[src/rtl/net_owner_handoff_ctrl_if.sv]
// O-side stream handshake observed by the handoff controller plus the mux/reset controls it drives.
interface net_owner_handoff_ctrl_if;
  logic [3:0] ch_valid;
  logic [3:0] ch_ready;
  logic [3:0] ch_last;
  logic [3:0] ch_en;
  logic       sel_trusted;
  logic       o_aresetn;

  modport master (
    input  ch_valid, ch_ready, ch_last,
    output ch_en, sel_trusted, o_aresetn
  );

  modport slave (
    output ch_valid, ch_ready, ch_last,
    input  ch_en, sel_trusted, o_aresetn
  );
endinterface

[src/rtl/net_owner_handoff_ctrl.sv]
// Sequences U/T ownership of the shared network interface: drain open packets, scrub, reconnect.
// Optional forced-drain timeout is enabled by defining NET_HANDOFF_TIMEOUT_EN.
module net_owner_handoff_ctrl #(
  parameter int unsigned SCRUB_CYCLES  = 4,
  parameter int unsigned DRAIN_TIMEOUT = 1024
) (
  input  logic                            clk,
  input  logic                            resetn,
  input  logic                            req_trusted,
  input  logic                            clr_status,
  net_owner_handoff_ctrl_if.master        ch,
  output logic                            busy,
  output logic                            timeout_flag
);

  localparam int unsigned SCW = $clog2(SCRUB_CYCLES + 1);

  typedef enum logic [1:0] {OWN_U, OWN_T, DRAIN, SCRUB} state_t;

  state_t         state, state_nxt;
  logic           target, target_nxt;
  logic [SCW-1:0] scrub_cnt, scrub_cnt_nxt;
  logic [3:0]     in_pkt, in_pkt_nxt, in_pkt_upd, accepted;
  logic [3:0]     ch_en_q;
  logic           sel_q;
  logic           aresetn_q;

  assign ch.ch_en       = ch_en_q;
  assign ch.sel_trusted = sel_q;
  assign ch.o_aresetn   = aresetn_q;

`ifdef NET_HANDOFF_TIMEOUT_EN
  localparam int unsigned DCW = $clog2(DRAIN_TIMEOUT + 1);
  logic [DCW-1:0] drain_cnt;
  logic           tmo_hit;
`endif

  always_comb begin
    accepted      = ch.ch_valid & ch.ch_ready & ch_en_q;
    in_pkt_upd    = (in_pkt | (accepted & ~ch.ch_last)) & ~(accepted & ch.ch_last);
    state_nxt     = state;
    target_nxt    = target;
    scrub_cnt_nxt = scrub_cnt;
    in_pkt_nxt    = in_pkt_upd;
`ifdef NET_HANDOFF_TIMEOUT_EN
    tmo_hit       = 1'b0;
`endif
    unique case (state)
      OWN_U: begin
        if (req_trusted) begin
          target_nxt = 1'b1;
          state_nxt  = DRAIN;
        end
      end
      OWN_T: begin
        if (!req_trusted) begin
          target_nxt = 1'b0;
          state_nxt  = DRAIN;
        end
      end
      DRAIN: begin
        // Exit test uses this cycle's beats so a closing last beat leaves DRAIN on the same edge.
        if (req_trusted == sel_q) begin
          state_nxt = sel_q ? OWN_T : OWN_U;
        end else if (in_pkt_upd == '0) begin
          state_nxt     = SCRUB;
          scrub_cnt_nxt = SCW'(SCRUB_CYCLES);
          in_pkt_nxt    = '0;
        end
`ifdef NET_HANDOFF_TIMEOUT_EN
        else if (drain_cnt == DCW'(DRAIN_TIMEOUT - 1)) begin
          state_nxt     = SCRUB;
          scrub_cnt_nxt = SCW'(SCRUB_CYCLES);
          in_pkt_nxt    = '0;
          tmo_hit       = 1'b1;
        end
`endif
      end
      SCRUB: begin
        in_pkt_nxt = '0;
        if (scrub_cnt == SCW'(1)) begin
          state_nxt = target ? OWN_T : OWN_U;
        end else begin
          scrub_cnt_nxt = scrub_cnt - SCW'(1);
        end
      end
      default: state_nxt = SCRUB;
    endcase
  end

  // Outputs are registered from the next state so they line up with the state register.
  always_ff @(posedge clk) begin
    if (!resetn) begin
      state     <= SCRUB;
      target    <= 1'b0;
      scrub_cnt <= SCW'(SCRUB_CYCLES);
      in_pkt    <= '0;
      sel_q     <= 1'b0;
      aresetn_q <= 1'b0;
      ch_en_q   <= '0;
      busy      <= 1'b1;
    end else begin
      state     <= state_nxt;
      target    <= target_nxt;
      scrub_cnt <= scrub_cnt_nxt;
      in_pkt    <= in_pkt_nxt;
      unique case (state_nxt)
        OWN_U: begin
          sel_q     <= 1'b0;
          ch_en_q   <= '1;
          aresetn_q <= 1'b1;
          busy      <= 1'b0;
        end
        OWN_T: begin
          sel_q     <= 1'b1;
          ch_en_q   <= '1;
          aresetn_q <= 1'b1;
          busy      <= 1'b0;
        end
        DRAIN: begin
          sel_q     <= sel_q;
          ch_en_q   <= in_pkt_nxt;
          aresetn_q <= 1'b1;
          busy      <= 1'b1;
        end
        default: begin
          sel_q     <= target_nxt;
          ch_en_q   <= '0;
          aresetn_q <= 1'b0;
          busy      <= 1'b1;
        end
      endcase
    end
  end

`ifdef NET_HANDOFF_TIMEOUT_EN
  always_ff @(posedge clk) begin
    if (!resetn) begin
      drain_cnt    <= '0;
      timeout_flag <= 1'b0;
    end else begin
      if (state != DRAIN) begin
        drain_cnt <= '0;
      end else if (drain_cnt != DCW'(DRAIN_TIMEOUT)) begin
        drain_cnt <= drain_cnt + DCW'(1);
      end
      if (tmo_hit) begin
        timeout_flag <= 1'b1;
      end else if (clr_status) begin
        timeout_flag <= 1'b0;
      end
    end
  end
`else
  logic unused_cfg;
  assign unused_cfg   = clr_status | (DRAIN_TIMEOUT == 0);
  assign timeout_flag = 1'b0;
`endif

endmodule

[src/flat_wrapper.sv]
// flat-port wrapper written by rule: the top's interface ports become plain ports
module net_owner_handoff_ctrl_flat 
#(
  parameter int unsigned SCRUB_CYCLES  = 4,
  parameter int unsigned DRAIN_TIMEOUT = 1024
)
  (clk, resetn, req_trusted, clr_status, busy, timeout_flag, ch_ch_valid, ch_ch_ready, ch_ch_last, ch_ch_en, ch_sel_trusted, ch_o_aresetn);
  net_owner_handoff_ctrl_if ch_i ();
  input  logic clk;
  input  logic resetn;
  input  logic req_trusted;
  input  logic clr_status;
  output logic busy;
  output logic timeout_flag;
  input wire logic [$bits(ch_i.ch_valid)-1:0] ch_ch_valid;
  input wire logic [$bits(ch_i.ch_ready)-1:0] ch_ch_ready;
  input wire logic [$bits(ch_i.ch_last)-1:0] ch_ch_last;
  output wire logic [$bits(ch_i.ch_en)-1:0] ch_ch_en;
  output wire logic [$bits(ch_i.sel_trusted)-1:0] ch_sel_trusted;
  output wire logic [$bits(ch_i.o_aresetn)-1:0] ch_o_aresetn;
  assign ch_i.ch_valid = ch_ch_valid;
  assign ch_i.ch_ready = ch_ch_ready;
  assign ch_i.ch_last = ch_ch_last;
  assign ch_ch_en = ch_i.ch_en;
  assign ch_sel_trusted = ch_i.sel_trusted;
  assign ch_o_aresetn = ch_i.o_aresetn;
  net_owner_handoff_ctrl #(.SCRUB_CYCLES(SCRUB_CYCLES), .DRAIN_TIMEOUT(DRAIN_TIMEOUT)) u_core (.clk(clk), .resetn(resetn), .req_trusted(req_trusted), .clr_status(clr_status), .ch(ch_i), .busy(busy), .timeout_flag(timeout_flag));
endmodule
[config.mk]
export PLATFORM = sky130hd
export DESIGN_NAME = net_owner_handoff_ctrl_flat
export DESIGN_NICKNAME = d
export VERILOG_FILES = /design/src/rtl/net_owner_handoff_ctrl_if.sv /design/src/rtl/net_owner_handoff_ctrl.sv /design/src/flat_wrapper.sv
export SDC_FILE = /design/constraint.sdc
export NUM_CORES = 1
export LEC_CHECK = 0
export ABC_AREA = 0
export BUFFER_PORTS_ARGS = -buffer_cell sky130_fd_sc_hd__buf_2
export CORE_MARGIN = 10
export CORE_UTILIZATION = 45
export DETAILED_ROUTE_END_ITERATION = 7
export PLACE_DENSITY = 0.72
export SLEW_MARGIN = 20
export SYNTH_ARGS = -nofsm -noshare
export SYNTH_HDL_FRONTEND = slang
export SYNTH_SLANG_ARGS = --single-unit
[constraint.sdc]
create_clock -name clk -period 1.5 [get_ports clk]
set_input_delay 0.225 -clock clk [delete_from_list [all_inputs] [get_ports clk]]
set_output_delay 0.225 -clock clk [all_outputs]
set_load 0.005 [all_outputs]
Word-level counts from Yosys, hierarchy flattened

Cells that the tools add are included.

Register bits: 17
Input bits: 16
Output and inout port bits: 8

$add $sub $neg: 1
Equality and inequality tests: 10
Multiplexer cells: 22
Bitwise operators: 8
Reduce and logical (&&, ||, !) cells: 7

Operator list:

| kind                                                | number |
|---|---|
| bitwise AND 4 bit                                   | 5 |
| one-hot mux 4 bit (2 select lines)                  | 2 |
| two-way mux 2 bit                                   | 5 |
| two-way mux 3 bit                                   | 3 |
| two-way mux 4 bit                                   | 2 |
| inverter 4 bit                                      | 2 |
| one-hot mux 2 bit (4 select lines)                  | 1 |
| equality test 2 bit, second input constant          | 3 |
| two-way mux 1 bit                                   | 6 |
| one-hot mux 3 bit (2 select lines)                  | 1 |
| equality test 2 x 1 -> 1 bit, second input constant | 2 |
| zero test 2 bit                                     | 2 |
| zero test 4 bit                                     | 1 |
| != test 2 bit, second input constant                | 2 |
| bitwise OR 4 bit                                    | 1 |
| AND reduction 4 bit                                 | 1 |
| equality test 3 x 1 -> 1 bit, second input constant | 1 |
| one-hot mux 1 bit (3 select lines)                  | 1 |
| OR reduction 3 bit                                  | 1 |
| subtractor 3 x 1 -> 3 bit, second input constant    | 1 |
| != test 2 x 1 -> 1 bit, second input constant       | 1 |
| one-hot mux 1 bit (2 select lines)                  | 1 |
| nonzero test 2 bit                                  | 1 |
| OR reduction 2 bit                                  | 1 |
| equality test 1 bit                                 | 1 |

Longest topological paths before layout

Gate-level depths: netlist (run 1).

Depth in word-level cells: 12
Mapped depth: 7
Gate-level depth less buffers: 7

Worst setup path after synthesis (run 1)

Ideal clock, no wire load.

Path type: flip-flop to flip-flop
Start: register u_core.scrub_cnt[1]
End: register u_core.ch_en_q[0] (netlist: u_core.ch.ch_en[0])
Data arrival time: 1211 ps
Required time: 1371 ps
Path slack: 160 ps
Cell stages (with the launch flop): 8
Period minus slack after synthesis: 1340 ps
Cells stage by stage: dfxtp_1 -> inv_1 -> ha_1 -> nor3b_2 -> o221ai_1 -> o21ai_0 -> nor2_2 -> o31ai_1

Word-level cells in the longest chain between the ends: 6
Elaborated cells between the ends (all ways): 8
Those cells by class: eq/ne: 3; mux: 3; reduce/logical: 2

Ends and longest elaborated chain:

| what                                                                   | RTL line                      | source |
|---|---|---|
| start, declared                                                        | net_owner_handoff_ctrl.sv:22  | `logic [SCW-1:0] scrub_cnt, scrub_cnt_nxt;` |
| start signal, assigned                                                 | net_owner_handoff_ctrl.sv:96  | `scrub_cnt <= SCW'(SCRUB_CYCLES);` |
| start signal, assigned                                                 | net_owner_handoff_ctrl.sv:105 | `scrub_cnt <= scrub_cnt_nxt;` |
| equality test 3 x 1 -> 1 bit (*)                                       | net_owner_handoff_ctrl.sv:81  | `if (scrub_cnt == SCW'(1)) begin` |
| two-way mux 2 bit (*)                                                  | net_owner_handoff_ctrl.sv:81  |  |
| one-hot mux 2 bit (4 select lines) (*)                                 | net_owner_handoff_ctrl.sv:48  | `unique case (state)` |
| equality test 2 x 1 -> 1 bit / zero test 2 bit (equally long branches) | net_owner_handoff_ctrl.sv:107 | `unique case (state_nxt)` |
| OR reduction 2 bit (no source line)                                    | -                             |  |
| one-hot mux 4 bit (2 select lines) (*)                                 | net_owner_handoff_ctrl.sv:107 |  |
| end signal, assigned                                                   | net_owner_handoff_ctrl.sv:122 | `ch_en_q <= in_pkt_nxt;` |
| end, declared                                                          | net_owner_handoff_ctrl.sv:24  | `logic [3:0] ch_en_q;` |

Every way passes the cells marked *; elsewhere a longest branch is shown, timed or not.
A chain may end at the register's enable or synchronous reset.

Worst setup path after layout (run 1)

Start: register u_core.scrub_cnt[1]
End: register u_core.ch_en_q[3] (netlist: u_core.ch.ch_en[3])

Same word-level chain as after synthesis.

==> flow_summary.html, run 1 <==
<table>
<tr><th>Metric</th><th>Value</th></tr>
<tr><th colspan="2">Power and ir drop</th></tr>
<tr><td>IR drop worst, VDD</td><td>0.000816 V</td></tr>
<tr><td>Leakage</td><td>~0.48 nW</td></tr>
<tr><td>PD cells</td><td>roughly 1600 mW/mm^2</td></tr>
<tr><td>Total chip power</td><td>1.73 mW</td></tr>
<tr><th colspan="2">Synth</th></tr>
<tr><td>Number of warning messages in the yosys log</td><td>0</td></tr>
<tr><td>Portion of the post-synthesis area used by sequential elements</td><td>37.9%</td></tr>
<tr><td>Number of different library cells in the post-synthesis netlist</td><td>around 40</td></tr>
<tr><td>Top cell type by total area after synthesis</td><td>sky130_fd_sc_hd__dfxtp_1</td></tr>
<tr><td>Fraction of post-synthesis cell area in the top cell type by area</td><td>37.9%</td></tr>
<tr><td>Combined area of all synthesized cells</td><td>around 900 um^2</td></tr>
<tr><td>Cells taking the most area after synthesis</td><td>sky130_fd_sc_hd__dfxtp_1 38%, sky130_fd_sc_hd__mux2i_2 4.6%, sky130_fd_sc_hd__nand2_1 3.3%</td></tr>
<tr><td>Net Count, Synth</td><td>about 110</td></tr>
<tr><td>Mean post-synth cell area</td><td>9.44 um^2</td></tr>
<tr><td>Gate count after technology mapping</td><td>95</td></tr>
<tr><td>Register bit count reported by yosys</td><td>17</td></tr>
<tr><th colspan="2">Placement</th></tr>
<tr><td>Dpl hpwl</td><td>1.51 mm</td></tr>
<tr><td>Buffers on Ports</td><td>21</td></tr>
<tr><td>Area after detailed placement</td><td>0.00102 mm^2</td></tr>
<tr><td>Final Wtd Congestion</td><td>0.802</td></tr>
<tr><td>Total placed cells including tap cells</td><td>roughly 140</td></tr>
<tr><th colspan="2">Layout</th></tr>
<tr><td>Leading cell types in the layout, fill and taps excluded</td><td>21 x sky130_fd_sc_hd__buf_2, 14 x sky130_fd_sc_hd__dfxtp_1, 8 x sky130_fd_sc_hd__nand2_1</td></tr>
<tr><td>Most frequent standard cell in the layout excluding fill and tap cells</td><td>sky130_fd_sc_hd__buf_2</td></tr>
<tr><td>Count of placed standard cells in the final layout, fillers left out</td><td>148</td></tr>
<tr><td>Fraction of final layout cells with drive strength greater than 1</td><td>roughly two fifths</td></tr>
<tr><td>Final non-filler cell area</td><td>0.00111 mm^2</td></tr>
<tr><td>Final antenna diode count</td><td>0</td></tr>
<tr><td>Post-layout net count</td><td>140</td></tr>
<tr><td>Synth-to-Final Area Change</td><td>23.4%</td></tr>
<tr><th colspan="2">GRT</th></tr>
<tr><td>Number of global-route vias before repair</td><td>794</td></tr>
<tr><td>Remaining Overflow, GRT</td><td>0</td></tr>
<tr><td>First-pass GRT wire length</td><td>3.39 mm</td></tr>
<tr><td>Largest net degree at the start of global routing</td><td>14</td></tr>
<tr><td>Antenna violations before repair</td><td>0</td></tr>
<tr><td>Tot GR Track Use</td><td>9.54%</td></tr>
<tr><th colspan="2">Timing</th></tr>
<tr><td>Hold Fails Final Rpt</td><td>0</td></tr>
<tr><td>Finish-stage setup viols</td><td>1</td></tr>
<tr><td>Final WS setup</td><td>-0.00710 ns</td></tr>
<tr><td>Max Clk Rate</td><td>664 MHz</td></tr>
<tr><td>Post-Route Setup TNS</td><td>-0.00710 ns</td></tr>
<tr><td>Pins Over Slew Limit</td><td>0</td></tr>
<tr><td>Shortest clock period the worst path allows after layout</td><td>1.51 ns</td></tr>
<tr><td>Final clock skew</td><td>0.00280 ns</td></tr>
<tr><td>RSZ-0062 raised after global routing</td><td>true</td></tr>
<tr><td>Post-route clock period utilization</td><td>100%</td></tr>
<tr><th colspan="2">Setup path</th></tr>
<tr><td>Required @ worst endpoint</td><td>between 1.5 and 2 ns</td></tr>
<tr><td>Critical path startpoint category</td><td>flop</td></tr>
<tr><td>Setup CP Type</td><td>reg2reg</td></tr>
<tr><td>Crit Path Max Fanout</td><td>5</td></tr>
<tr><td>Arrival @ worst endpoint</td><td>1.71 ns</td></tr>
<tr><td>Capturing element type of the critical path</td><td>flop</td></tr>
<tr><th colspan="2">Clock network</th></tr>
<tr><td>Hold buffer count at CTS</td><td>0</td></tr>
<tr><td>Max Root-Sink Buffers</td><td>2</td></tr>
<tr><td>H-tree Lvls</td><td>1</td></tr>
<tr><td>Clock insertion delay at the later pin of the skew report</td><td>approximately 0.28 ns</td></tr>
<tr><td>TritonCTS Buffers</td><td>3</td></tr>
<tr><td>Number of clock sinks seen by CTS</td><td>17</td></tr>
<tr><td>Clock tree from TritonCTS</td><td>built</td></tr>
<tr><td>Cell chosen for the clock root</td><td>sky130_fd_sc_hd__clkbuf_4</td></tr>
<tr><td>Worst-path clk slew</td><td>0.09 ns</td></tr>
<tr><th colspan="2">Flow run</th></tr>
<tr><td>Max-cap viol count</td><td>0</td></tr>
<tr><th colspan="2">Floorplan</th></tr>
<tr><td>Total number of placement rows</td><td>16</td></tr>
<tr><td>Starting density of the core</td><td>a little under half</td></tr>
<tr><td>Area of the core</td><td>between 0.0015 and 0.002 mm^2</td></tr>
<tr><td>Num ports</td><td>24</td></tr>
<tr><td>Die outline area</td><td>0.00418 mm^2</td></tr>
<tr><td>Die Height</td><td>64.7 um</td></tr>
<tr><td>Die span in x</td><td>64.7 um</td></tr>
<tr><th colspan="2">Route</th></tr>
<tr><td>Iteration count of the initial detailed-routing pass</td><td>4</td></tr>
<tr><td>Post-Route WL</td><td>1.91 mm</td></tr>
<tr><td>Post-detailed-route via-to-cell ratio</td><td>approximately 5.3</td></tr>
<tr><td>Routed vias</td><td>between 700 and 800</td></tr>
<tr><td>Routed len/inst</td><td>around 13 um</td></tr>
<tr><td>Residual antenna-violating net count after detailed routing</td><td>0</td></tr>
<tr><td>First-iteration detailed-routing DRC count</td><td>21</td></tr>
<tr><td>Total DRC errors in the routed layout</td><td>0</td></tr>
<tr><th colspan="2">Run status</th></tr>
<tr><td>Failing checks</td><td>setup timing</td></tr>
<tr><td>Status</td><td>complete, but fails checks</td></tr>
<tr><th colspan="2">Min path</th></tr>
<tr><td>Path class of the lowest-slack min-delay path</td><td>in2reg</td></tr>
</table>
## worst paths after layout
path | from | end | slack, ns | cells after the start
setup / recovery | u_core.scrub_cnt[1] | u_core.ch.ch_en[3] | -0.007 | 7
hold / removal | resetn | u_core.state[0] | 0.23 | 2
setup reg to reg | u_core.scrub_cnt[1] | u_core.ch.ch_en[3] | -0.007 | 7
hold reg to reg | u_core.scrub_cnt[0] | u_core.scrub_cnt[0] | 0.47 | 1
## registers in the layout (all words and copies together), names as in the netlist
signal,flops
u_core.ch.ch_en,4
u_core.in_pkt,4
u_core.scrub_cnt,3
u_core.state,2
u_core.busy,1
u_core.ch.o_aresetn,1
u_core.ch.sel_trusted,1
u_core.target,1
## layer usage
layer	vias up	track usage [%]	routed length (um)
li1	397	-	-
met1	361	10.7	844
met2	18	16.3	908
met3	4	3.09	126
met4	0	3.74	27
met5	-	0	0
## report_power, final
part / leakage (nW) / switching, mW / internal (mW)
logic: 0.321 / 0.404 / 0.388
clock network: 0.0150 / 0.136 / 0.103
registers: 0.139 / 0.129 / 0.574
total: 0.476 / 0.670 / 1.07
## what timing repair did
| action | in CTS | in global routing |
|---|---|---|
| resized for setup | 2 | 10 |
| pin swaps | 1 | 6 |
| buffers inserted | 0 | 2 |
| endpoints found under the setup margin | 4 | 7 |
## layout make-up
cell class                 instances  area [um^2]
clock buffer                       4         26.3
fill                             183          815
inverter                           6         22.5
multi-input combinational         67          528
sequential                        17          347
tap                               27         33.8
timing repair buffer              27          150
## cells by family (layout without fill, tap and decap cells)
| family | count (synthesis) | after routing | synth area share (%) |
|---|---|---|---|
| other cells | 1 | 1 | 0.418 |
| mux | 3 | 3 | 4.60 |
| simple gates | 32 | 32 | 21.9 |
| buf+inv | 11 | 37 | 7.11 |
| fa+ha+maj | 2 | 2 | 2.79 |
| flops | 17 | 17 | 37.9 |
| compound gates | 27 | 27 | 23.3 |
| xor+xnor | 2 | 2 | 1.95 |
## critical path: stages, from the launching register on
cell                       delay [ns]
sky130_fd_sc_hd__dfxtp_2         0.33
sky130_fd_sc_hd__inv_2           0.06
sky130_fd_sc_hd__ha_4            0.12
sky130_fd_sc_hd__nor3b_4         0.21
sky130_fd_sc_hd__o211ai_2        0.12
sky130_fd_sc_hd__a41oi_2         0.25
sky130_fd_sc_hd__nor2_4          0.09
sky130_fd_sc_hd__o31ai_1         0.24
## stage by stage
step                hold WS, ns  utilization (%)  setup WS (ns)
global route              0.242             57.6        -0.0600
floorplan                 0.441                -          0.160
CTS                       0.228             54.8        0.00733
detailed placement        0.471             53.3        -0.0103
finish                    0.229             57.6       -0.00710
global placement          0.462             53.3         0.0270
## cells in the mapped netlist, drive strengths merged
cell     number
a21oi         3
o22ai         1
a21boi        1
nor2b         1
nand2         9
o2bb2ai       1
nand3         4
a41o          2
o31ai         4
nor3b         2
nor2          7
nand2b        1
and2b         1
or2           2
clkbuf        2
conb          1
or2b          1
dfxtp        17
a41oi         1
mux2i         3
o2111ai       1
o211ai        4
buf           3
o221ai        2
o21ai         5
a31oi         1
inv           6
ha            2
and3          3
xor2          2
a211oi        1
and4          1
Power figures use the tool's default switching activity.
==> run 2, diff against run 1 <==
Settings changed: ABC_AREA 0 to 1, PLACE_DENSITY 0.72 to 0.73.
==> run 2 against run 1 <==
  * The flow now finishes without violations
  * Routed wire length fell by 6.8%
  * Sequential power down 0.9%
  * Fmax increased by 11%
  * Largest power group unchanged
  * Synthesized cell count is 19% higher
==> flow_summary.html, run 2 <==
<table>
<tr><th>Metric</th><th>Value</th></tr>
<tr><th colspan="2">Layout</th></tr>
<tr><td>Final antenna diode count</td><td>0</td></tr>
<tr><td>Leading cell types in the layout, fill and taps excluded</td><td>36 x sky130_fd_sc_hd__nand2_1, 21 x sky130_fd_sc_hd__buf_2, 17 x sky130_fd_sc_hd__dfxtp_1</td></tr>
<tr><td>Synth-to-Final Area Change</td><td>18.0%</td></tr>
<tr><td>Post-layout net count</td><td>between 150 and 200</td></tr>
<tr><td>Most frequent standard cell in the layout excluding fill and tap cells</td><td>sky130_fd_sc_hd__nand2_1</td></tr>
<tr><td>Final Util</td><td>55.8%</td></tr>
<tr><td>Fraction of final layout cells with drive strength greater than 1</td><td>23.5%</td></tr>
<tr><td>Count of placed standard cells in the final layout, fillers left out</td><td>161</td></tr>
<tr><th colspan="2">Setup path</th></tr>
<tr><td>Buffer and inverter count on the worst path</td><td>1</td></tr>
<tr><td>Setup slack of the worst register-to-register path</td><td>0.14 ns</td></tr>
<tr><td>Slowest library cell on the worst path</td><td>sky130_fd_sc_hd__dfxtp_1</td></tr>
<tr><td>Worst path max stage delay</td><td>0.32 ns</td></tr>
<tr><td>Critical path startpoint category</td><td>flop</td></tr>
<tr><td>Cell chain of the critical path</td><td>inv_1 -&gt; ha_1 -&gt; nand2_1 -&gt; nand2_2 -&gt; o211a_1 -&gt; nand2_1 -&gt; nand2_2 -&gt; nor2_1 -&gt; nor2_1</td></tr>
<tr><td>Required @ worst endpoint</td><td>1.69 ns</td></tr>
<tr><td>Capturing element type of the critical path</td><td>flop</td></tr>
<tr><td>Reg2reg path depth</td><td>9</td></tr>
<tr><td>CP delay by family, top</td><td>simple AND/OR/NAND/NOR gates</td></tr>
<tr><td>Arrival @ worst endpoint</td><td>1.56 ns</td></tr>
<tr><td>Setup CP Type</td><td>reg2reg</td></tr>
<tr><td>Crit Path Max Fanout</td><td>6</td></tr>
<tr><td>Cell count along the critical path</td><td>9</td></tr>
<tr><th colspan="2">Placement</th></tr>
<tr><td>Total placed cells including tap cells</td><td>157</td></tr>
<tr><td>Final Wtd Congestion</td><td>0.867</td></tr>
<tr><td>Dpl hpwl</td><td>roughly 1.4 mm</td></tr>
<tr><td>Buffers on Ports</td><td>21</td></tr>
<tr><th colspan="2">Power and ir drop</th></tr>
<tr><td>Relative contribution of combinational cells to total power</td><td>45.0%</td></tr>
<tr><td>Reported net switching power</td><td>707 uW</td></tr>
<tr><td>Share of total power in sequential cells</td><td>40.8%</td></tr>
<tr><td>Internal power component</td><td>1.00 mW</td></tr>
<tr><td>Part of the total power dissipated in the clock network</td><td>14.1%</td></tr>
<tr><td>Leakage</td><td>0.512 nW</td></tr>
<tr><td>PD cells</td><td>~1800 mW/mm^2</td></tr>
<tr><td>Switching Share</td><td>41.4%</td></tr>
<tr><td>IR drop worst, VDD</td><td>0.000766 V</td></tr>
<tr><th colspan="2">Route</th></tr>
<tr><td>Routed vias</td><td>795</td></tr>
<tr><td>Total DRC errors in the routed layout</td><td>0</td></tr>
<tr><td>Residual antenna-violating net count after detailed routing</td><td>0</td></tr>
<tr><td>Post-detailed-route via-to-cell ratio</td><td>4.94</td></tr>
<tr><td>Post-Route WL</td><td>~1.8 mm</td></tr>
<tr><td>Iteration count of the initial detailed-routing pass</td><td>5</td></tr>
<tr><td>First-iteration detailed-routing DRC count</td><td>20</td></tr>
<tr><td>Routed len/inst</td><td>11.0 um</td></tr>
<tr><th colspan="2">Synth</th></tr>
<tr><td>Cells taking the most area after synthesis</td><td>sky130_fd_sc_hd__dfxtp_1 42%, sky130_fd_sc_hd__nand2_1 17%, sky130_fd_sc_hd__nand4_1 5.4%</td></tr>
<tr><td>Register bit count reported by yosys</td><td>17</td></tr>
<tr><td>Post-synth top flop</td><td>sky130_fd_sc_hd__dfxtp_1</td></tr>
<tr><td>Portion of the post-synthesis area used by sequential elements</td><td>a little over two fifths</td></tr>
<tr><td>Synthesized-area fraction occupied by ao, oa, aoi and oai cells</td><td>~7.4%</td></tr>
<tr><td>Post-Synth XOR/XNOR Area</td><td>1.09%</td></tr>
<tr><td>Largest family of logic cells by synthesized area</td><td>simple AND/OR/NAND/NOR gates</td></tr>
<tr><td>Mean post-synth cell area</td><td>just over 7 um^2</td></tr>
<tr><td>Share of flip-flops with an asynchronous set or reset after synthesis</td><td>0%</td></tr>
<tr><td>Top cell types by occurrence after synthesis</td><td>36 x sky130_fd_sc_hd__nand2_1, 17 x sky130_fd_sc_hd__dfxtp_1, 11 x sky130_fd_sc_hd__inv_1</td></tr>
<tr><td>Multiplexer share of the synthesized area</td><td>0%</td></tr>
<tr><td>EDFF count, synth</td><td>0</td></tr>
<tr><td>Combined area of all synthesized cells</td><td>approximately 800 um^2</td></tr>
<tr><td>Adder and majority gate portion of the synthesized area</td><td>3.10%</td></tr>
<tr><td>Number of different library cells in the post-synthesis netlist</td><td>22</td></tr>
<tr><td>Net Count, Synth</td><td>131</td></tr>
<tr><td>Simple-gate share of the synthesized area</td><td>36.7%</td></tr>
<tr><td>Top cell type by total area after synthesis</td><td>sky130_fd_sc_hd__dfxtp_1</td></tr>
<tr><td>Number of warning messages in the yosys log</td><td>0</td></tr>
<tr><td>Fraction of post-synthesis cell area in the top cell type by area</td><td>42.2%</td></tr>
<tr><td>Dominant cell by count in the synthesized netlist</td><td>sky130_fd_sc_hd__nand2_1</td></tr>
<tr><td>Gate count after technology mapping</td><td>113</td></tr>
<tr><th colspan="2">Clock network</th></tr>
<tr><td>Number of cells upsized or downsized after cts</td><td>0</td></tr>
<tr><td>Hold buffer count at CTS</td><td>0</td></tr>
<tr><td>Cell chosen for the clock root</td><td>sky130_fd_sc_hd__clkbuf_4</td></tr>
<tr><td>Number of clock sinks seen by CTS</td><td>17</td></tr>
<tr><td>Clock insertion delay at the later pin of the skew report</td><td>0.29 ns</td></tr>
<tr><td>Setup fix buffers added after clock tree synthesis</td><td>0</td></tr>
<tr><td>Worst-path clk slew</td><td>0.10 ns</td></tr>
<tr><td>Clock tree from TritonCTS</td><td>built</td></tr>
<tr><td>H-tree Lvls</td><td>1</td></tr>
<tr><td>Max Root-Sink Buffers</td><td>2</td></tr>
<tr><td>TritonCTS Buffers</td><td>3</td></tr>
<tr><th colspan="2">Timing</th></tr>
<tr><td>Hold Fails Final Rpt</td><td>0</td></tr>
<tr><td>Post-Route Setup TNS</td><td>0 ns</td></tr>
<tr><td>Post-route clock period utilization</td><td>90.9%</td></tr>
<tr><td>Max Clk Rate</td><td>734 MHz</td></tr>
<tr><td>RSZ-0062 raised after global routing</td><td>false</td></tr>
<tr><td>Finish-stage setup viols</td><td>0</td></tr>
<tr><td>Shortest clock period the worst path allows after layout</td><td>1.36 ns</td></tr>
<tr><td>Final clock skew</td><td>approximately 0.0052 ns</td></tr>
<tr><td>Pins Over Slew Limit</td><td>0</td></tr>
<tr><th colspan="2">Min path</th></tr>
<tr><td>Path class of the lowest-slack min-delay path</td><td>in2reg</td></tr>
<tr><td>Cell count of the worst hold path</td><td>2</td></tr>
<tr><th colspan="2">GRT</th></tr>
<tr><td>Remaining Overflow, GRT</td><td>0</td></tr>
<tr><td>Antenna violations before repair</td><td>0</td></tr>
<tr><td>Number of global-route vias before repair</td><td>between 700 and 800</td></tr>
<tr><td>First-pass GRT wire length</td><td>3.15 mm</td></tr>
<tr><td>Tot GR Track Use</td><td>9.56%</td></tr>
<tr><td>Largest net degree at the start of global routing</td><td>11</td></tr>
<tr><th colspan="2">Floorplan</th></tr>
<tr><td>Total number of placement rows</td><td>15</td></tr>
<tr><td>Starting density of the core</td><td>47.3%</td></tr>
<tr><td>Die outline area</td><td>0.00389 mm^2</td></tr>
<tr><td>Area of the core</td><td>0.00171 mm^2</td></tr>
<tr><td>Die Height</td><td>62.4 um</td></tr>
<tr><td>Die span in x</td><td>around 62 um</td></tr>
<tr><td>Num ports</td><td>24</td></tr>
<tr><th colspan="2">Run status</th></tr>
<tr><td>Status</td><td>finished, final reports clean</td></tr>
<tr><th colspan="2">Flow run</th></tr>
<tr><td>Max-cap viol count</td><td>0</td></tr>
</table>
[run 2: changes by cell type after synthesis, sizes merged, moves of 3 or more]
| cell | change |
|---|---|
| inv | +7 |
| o21ai | -3 |
| nand3 | +3 |
| and3 | -3 |
| mux2i | -3 |
| o31ai | -4 |
| nand4 | +8 |
| nand2 | +30 |
[run 2: worst paths after layout]
| path | from | end |
|---|---|---|
| max | u_core.scrub_cnt[1] | u_core.ch.sel_trusted |
| max reg2reg | u_core.scrub_cnt[1] | u_core.ch.sel_trusted |
| min reg2reg | u_core.scrub_cnt[0] | u_core.scrub_cnt[0] |
| min | resetn | u_core.state[0] |
[run 2: power by group through the flow]
stage | clock, mW | sequential [mW] | combinational (mW)
6_report | 0.242 | 0.697 | 0.769
5_1_grt | 0.267 | 0.715 | 0.897
4_1_cts | 0.251 | 0.697 | 0.772
3_5_place_dp | 0 | 0.708 | 0.766
3_3_place_gp | 0 | 0.700 | 0.746
2_1_floorplan | 0 | 0.707 | 0.551
[run 2: cell type report]
type | count | area (um^2)
Multi-Input combinational cell | 80 | 394
Fill cell | 165 | 756
Tap cell | 25 | 31.3
Clock inverter | 1 | 5.00
Inverter | 14 | 53.8
Sequential cell | 17 | 340
Clock buffer | 3 | 22.5
Timing Repair Buffer | 21 | 105
[run 2: cell families (layout without fill, tap and decap cells)]
| logic type | after synthesis | count (layout) |
|---|---|---|
| XOR/XNOR | 1 | 1 |
| adder cells (fa/ha/maj) | 2 | 2 |
| other | 1 | 1 |
| AO/OA/AOI/OAI | 10 | 10 |
| buffers and inverters | 16 | 39 |
| flip-flops | 17 | 17 |
| AND/OR/NAND/NOR | 66 | 66 |
[run 2: metrics by stage]
step / area, um^2 / worst slack [ns] / power [mW] / hold WS (ns)
4_1_cts: 952 / 0.145 / 1.72 / 0.176
6_report: 952 / 0.137 / 1.71 / 0.178
2_1_floorplan: 807 / 0.296 / 1.26 / 0.313
3_3_place_gp: 925 / 0.211 / 1.45 / 0.478
5_1_grt: 952 / 0.000583 / 1.88 / 0.179
3_5_place_dp: 925 / 0.186 / 1.47 / 0.484
[run 2: layer usage]
metal | track usage, % | vias up | routed length, um
met5 | 0 | - | 0
met4 | 4.47 | 0 | 27
met3 | 3.58 | 4 | 158
met2 | 15.0 | 35 | 797
met1 | 11.2 | 343 | 795
li1 | - | 413 | -
==> run 3, diff against run 2 <==
Settings changed: ABC_AREA 1 to 0, PLACE_DENSITY 0.73 to 0.72.
Clock period 1.5 ns to 1.3 ns, I/O delays scaled along.
==> run 3 against run 2 <==
  * The run now ends with setup timing left
  * Clock skew shrank 0.0022 ns
  * Die area increased by 7.5%
  * Via count increased by 5.9%
  * First-iteration DRC count fell by 15%
  * Routed wire length up 26%
  * Largest cell class unchanged
  * Largest power group unchanged
  * Highest routed layer unchanged
==> flow_summary.html, run 3 (synthesized netlist as in run 1, its figures left out) <==
<table>
<tr><th>Metric</th><th>Value</th></tr>
<tr><th colspan="2">Run status</th></tr>
<tr><td>Status</td><td>complete, but fails checks</td></tr>
<tr><td>Failing checks</td><td>setup timing</td></tr>
<tr><th colspan="2">Route</th></tr>
<tr><td>Routed len/inst</td><td>14.0 um</td></tr>
<tr><td>First-iteration detailed-routing DRC count</td><td>17</td></tr>
<tr><td>Post-Route WL</td><td>~2.2 mm</td></tr>
<tr><td>Residual antenna-violating net count after detailed routing</td><td>0</td></tr>
<tr><td>Post-detailed-route via-to-cell ratio</td><td>roughly 5.3</td></tr>
<tr><td>Total DRC errors in the routed layout</td><td>0</td></tr>
<tr><td>Routed vias</td><td>842</td></tr>
<tr><td>Iteration count of the initial detailed-routing pass</td><td>3</td></tr>
<tr><th colspan="2">Layout</th></tr>
<tr><td>Final antenna diode count</td><td>0</td></tr>
<tr><td>Most frequent standard cell in the layout excluding fill and tap cells</td><td>sky130_fd_sc_hd__buf_2</td></tr>
<tr><td>Post-layout net count</td><td>about 150</td></tr>
<tr><td>Count of placed standard cells in the final layout, fillers left out</td><td>159</td></tr>
<tr><td>Leading cell types in the layout, fill and taps excluded</td><td>21 x sky130_fd_sc_hd__buf_2, 15 x sky130_fd_sc_hd__buf_4, 10 x sky130_fd_sc_hd__dfxtp_1</td></tr>
<tr><td>Synth-to-Final Area Change</td><td>42.8%</td></tr>
<tr><td>Fraction of final layout cells with drive strength greater than 1</td><td>approximately three fifths</td></tr>
<tr><th colspan="2">Power and ir drop</th></tr>
<tr><td>Leakage</td><td>0.549 nW</td></tr>
<tr><td>PD cells</td><td>about 1800 mW/mm^2</td></tr>
<tr><td>Total chip power</td><td>2.35 mW</td></tr>
<tr><td>IR drop worst, VDD</td><td>between 0.001 and 0.0015 V</td></tr>
<tr><th colspan="2">Setup path</th></tr>
<tr><td>Setup CP Type</td><td>reg2reg</td></tr>
<tr><td>Capturing element type of the critical path</td><td>flop</td></tr>
<tr><td>Critical path startpoint category</td><td>flop</td></tr>
<tr><td>Slowest library cell on the worst path</td><td>sky130_fd_sc_hd__dfxtp_2</td></tr>
<tr><td>Worst path max stage delay</td><td>0.34 ns</td></tr>
<tr><td>Required @ worst endpoint</td><td>1.51 ns</td></tr>
<tr><td>Arrival @ worst endpoint</td><td>1.67 ns</td></tr>
<tr><td>Cell chain of the critical path</td><td>inv_2 -&gt; ha_4 -&gt; nor3b_4 -&gt; o211ai_2 -&gt; a41oi_2 -&gt; nor2_2 -&gt; o31ai_1</td></tr>
<tr><td>Buffer and inverter count on the worst path</td><td>1</td></tr>
<tr><td>Crit Path Max Fanout</td><td>5</td></tr>
<tr><td>CP delay by family, top</td><td>compound AO/OA/AOI/OAI gates</td></tr>
<tr><th colspan="2">Clock network</th></tr>
<tr><td>Clock insertion delay at the later pin of the skew report</td><td>about 0.3 ns</td></tr>
<tr><td>Max Root-Sink Buffers</td><td>2</td></tr>
<tr><td>H-tree Lvls</td><td>1</td></tr>
<tr><td>Cell chosen for the clock root</td><td>sky130_fd_sc_hd__clkbuf_4</td></tr>
<tr><td>Number of clock sinks seen by CTS</td><td>17</td></tr>
<tr><td>Worst-path clk slew</td><td>0.10 ns</td></tr>
<tr><td>TritonCTS Buffers</td><td>3</td></tr>
<tr><td>Clock tree from TritonCTS</td><td>built</td></tr>
<tr><th colspan="2">Timing</th></tr>
<tr><td>Final WS setup</td><td>-0.152 ns</td></tr>
<tr><td>Post-Route Setup TNS</td><td>-0.956 ns</td></tr>
<tr><td>Max Clk Rate</td><td>688 MHz</td></tr>
<tr><td>Hold Fails Final Rpt</td><td>0</td></tr>
<tr><td>Shortest clock period the worst path allows after layout</td><td>1.45 ns</td></tr>
<tr><td>Pins Over Slew Limit</td><td>0</td></tr>
<tr><td>Post-route worst hold slack</td><td>just under 0.2 ns</td></tr>
<tr><td>RSZ-0062 raised after global routing</td><td>true</td></tr>
<tr><td>Final clock skew</td><td>roughly 0.003 ns</td></tr>
<tr><td>Post-route clock period utilization</td><td>112%</td></tr>
<tr><td>Finish-stage setup viols</td><td>10</td></tr>
<tr><th colspan="2">GRT</th></tr>
<tr><td>Number of global-route vias before repair</td><td>808</td></tr>
<tr><td>Remaining Overflow, GRT</td><td>0</td></tr>
<tr><td>Largest net degree at the start of global routing</td><td>14</td></tr>
<tr><td>Antenna violations before repair</td><td>0</td></tr>
<tr><td>Most congested layer reported by global routing</td><td>met2</td></tr>
<tr><td>Met1 layer usage reported by global route</td><td>12.0%</td></tr>
<tr><td>Tot GR Track Use</td><td>10.8%</td></tr>
<tr><td>Global-route track usage on met3</td><td>4.30%</td></tr>
<tr><td>Met2 track utilization from global routing</td><td>16.4%</td></tr>
<tr><td>First-pass GRT wire length</td><td>3.72 mm</td></tr>
<tr><th colspan="2">Floorplan</th></tr>
<tr><td>Starting density of the core</td><td>46.7%</td></tr>
<tr><td>Die span in x</td><td>~65 um</td></tr>
<tr><td>Area of the core</td><td>slightly below 0.002 mm^2</td></tr>
<tr><td>Die outline area</td><td>about 0.0042 mm^2</td></tr>
<tr><td>Num ports</td><td>24</td></tr>
<tr><td>Total number of placement rows</td><td>16</td></tr>
<tr><td>Die Height</td><td>64.7 um</td></tr>
<tr><th colspan="2">Placement</th></tr>
<tr><td>Placement-stage worst setup slack</td><td>-0.125 ns</td></tr>
<tr><td>Dpl hpwl</td><td>1.64 mm</td></tr>
<tr><td>Final Wtd Congestion</td><td>0.782</td></tr>
<tr><td>Buffers on Ports</td><td>21</td></tr>
<tr><td>Total placed cells including tap cells</td><td>~150</td></tr>
<tr><th colspan="2">Flow run</th></tr>
<tr><td>Max-cap viol count</td><td>0</td></tr>
<tr><th colspan="2">Min path</th></tr>
<tr><td>Path class of the lowest-slack min-delay path</td><td>in2reg</td></tr>
</table>
[run 3: worst register-to-register path: cells and delay by family, from the launching register on]
| kind | cells | cell delay, ns |
|---|---|---|
| compound gates | 3 | 0.54 |
| fa+ha+maj | 1 | 0.12 |
| buf+inv | 1 | 0.07 |
| flops | 1 | 0.34 |
| simple gates | 2 | 0.31 |
[run 3: layer usage]
layer,part of all wire (%),vias up
met4,3.3,0
met3,6.0,9
met2,50,23
li1,-,419
met5,0,-
met1,41,391
[run 3: final cells by class]
type | instances | area, um^2
clock buffer | 4 | 26.3
fill | 168 | 641
inverter | 6 | 22.5
multi-input combinational | 67 | 598
sequential | 17 | 352
tap | 27 | 33.8
timing repair buffer | 38 | 249
[run 3: final timing paths]
check,start,to,slack [ns],depth (start not counted)
hold / removal,resetn,u_core.state[0],0.19,2
hold reg to reg,u_core.scrub_cnt[1],u_core.scrub_cnt[1],0.51,1
setup reg to reg,u_core.scrub_cnt[1],u_core.ch.ch_en[2],-0.15,7
setup / recovery,u_core.scrub_cnt[1],u_core.ch.ch_en[2],-0.15,7
[run 3: where the power goes]
part	switching [mW]	internal (mW)	total, mW
Sequential	0.132	0.671	0.803
Clock	0.175	0.120	0.295
Combinational	0.597	0.652	1.25
[run 3: per-stage QoR]
stage	utilization [%]	cell area [um^2]
finish	66.7	1280
global route	66.7	1280
CTS	62.4	1200
detailed placement	59.8	1150
global placement	59.8	1150
floorplan	-	933
[run 3: what timing repair did]
action                     CTS  global route
resized for setup            5            18
setup endpoints to repair   11            12
pin swaps                    4             8
setup buffers                0             3
hold buffers                 0             0
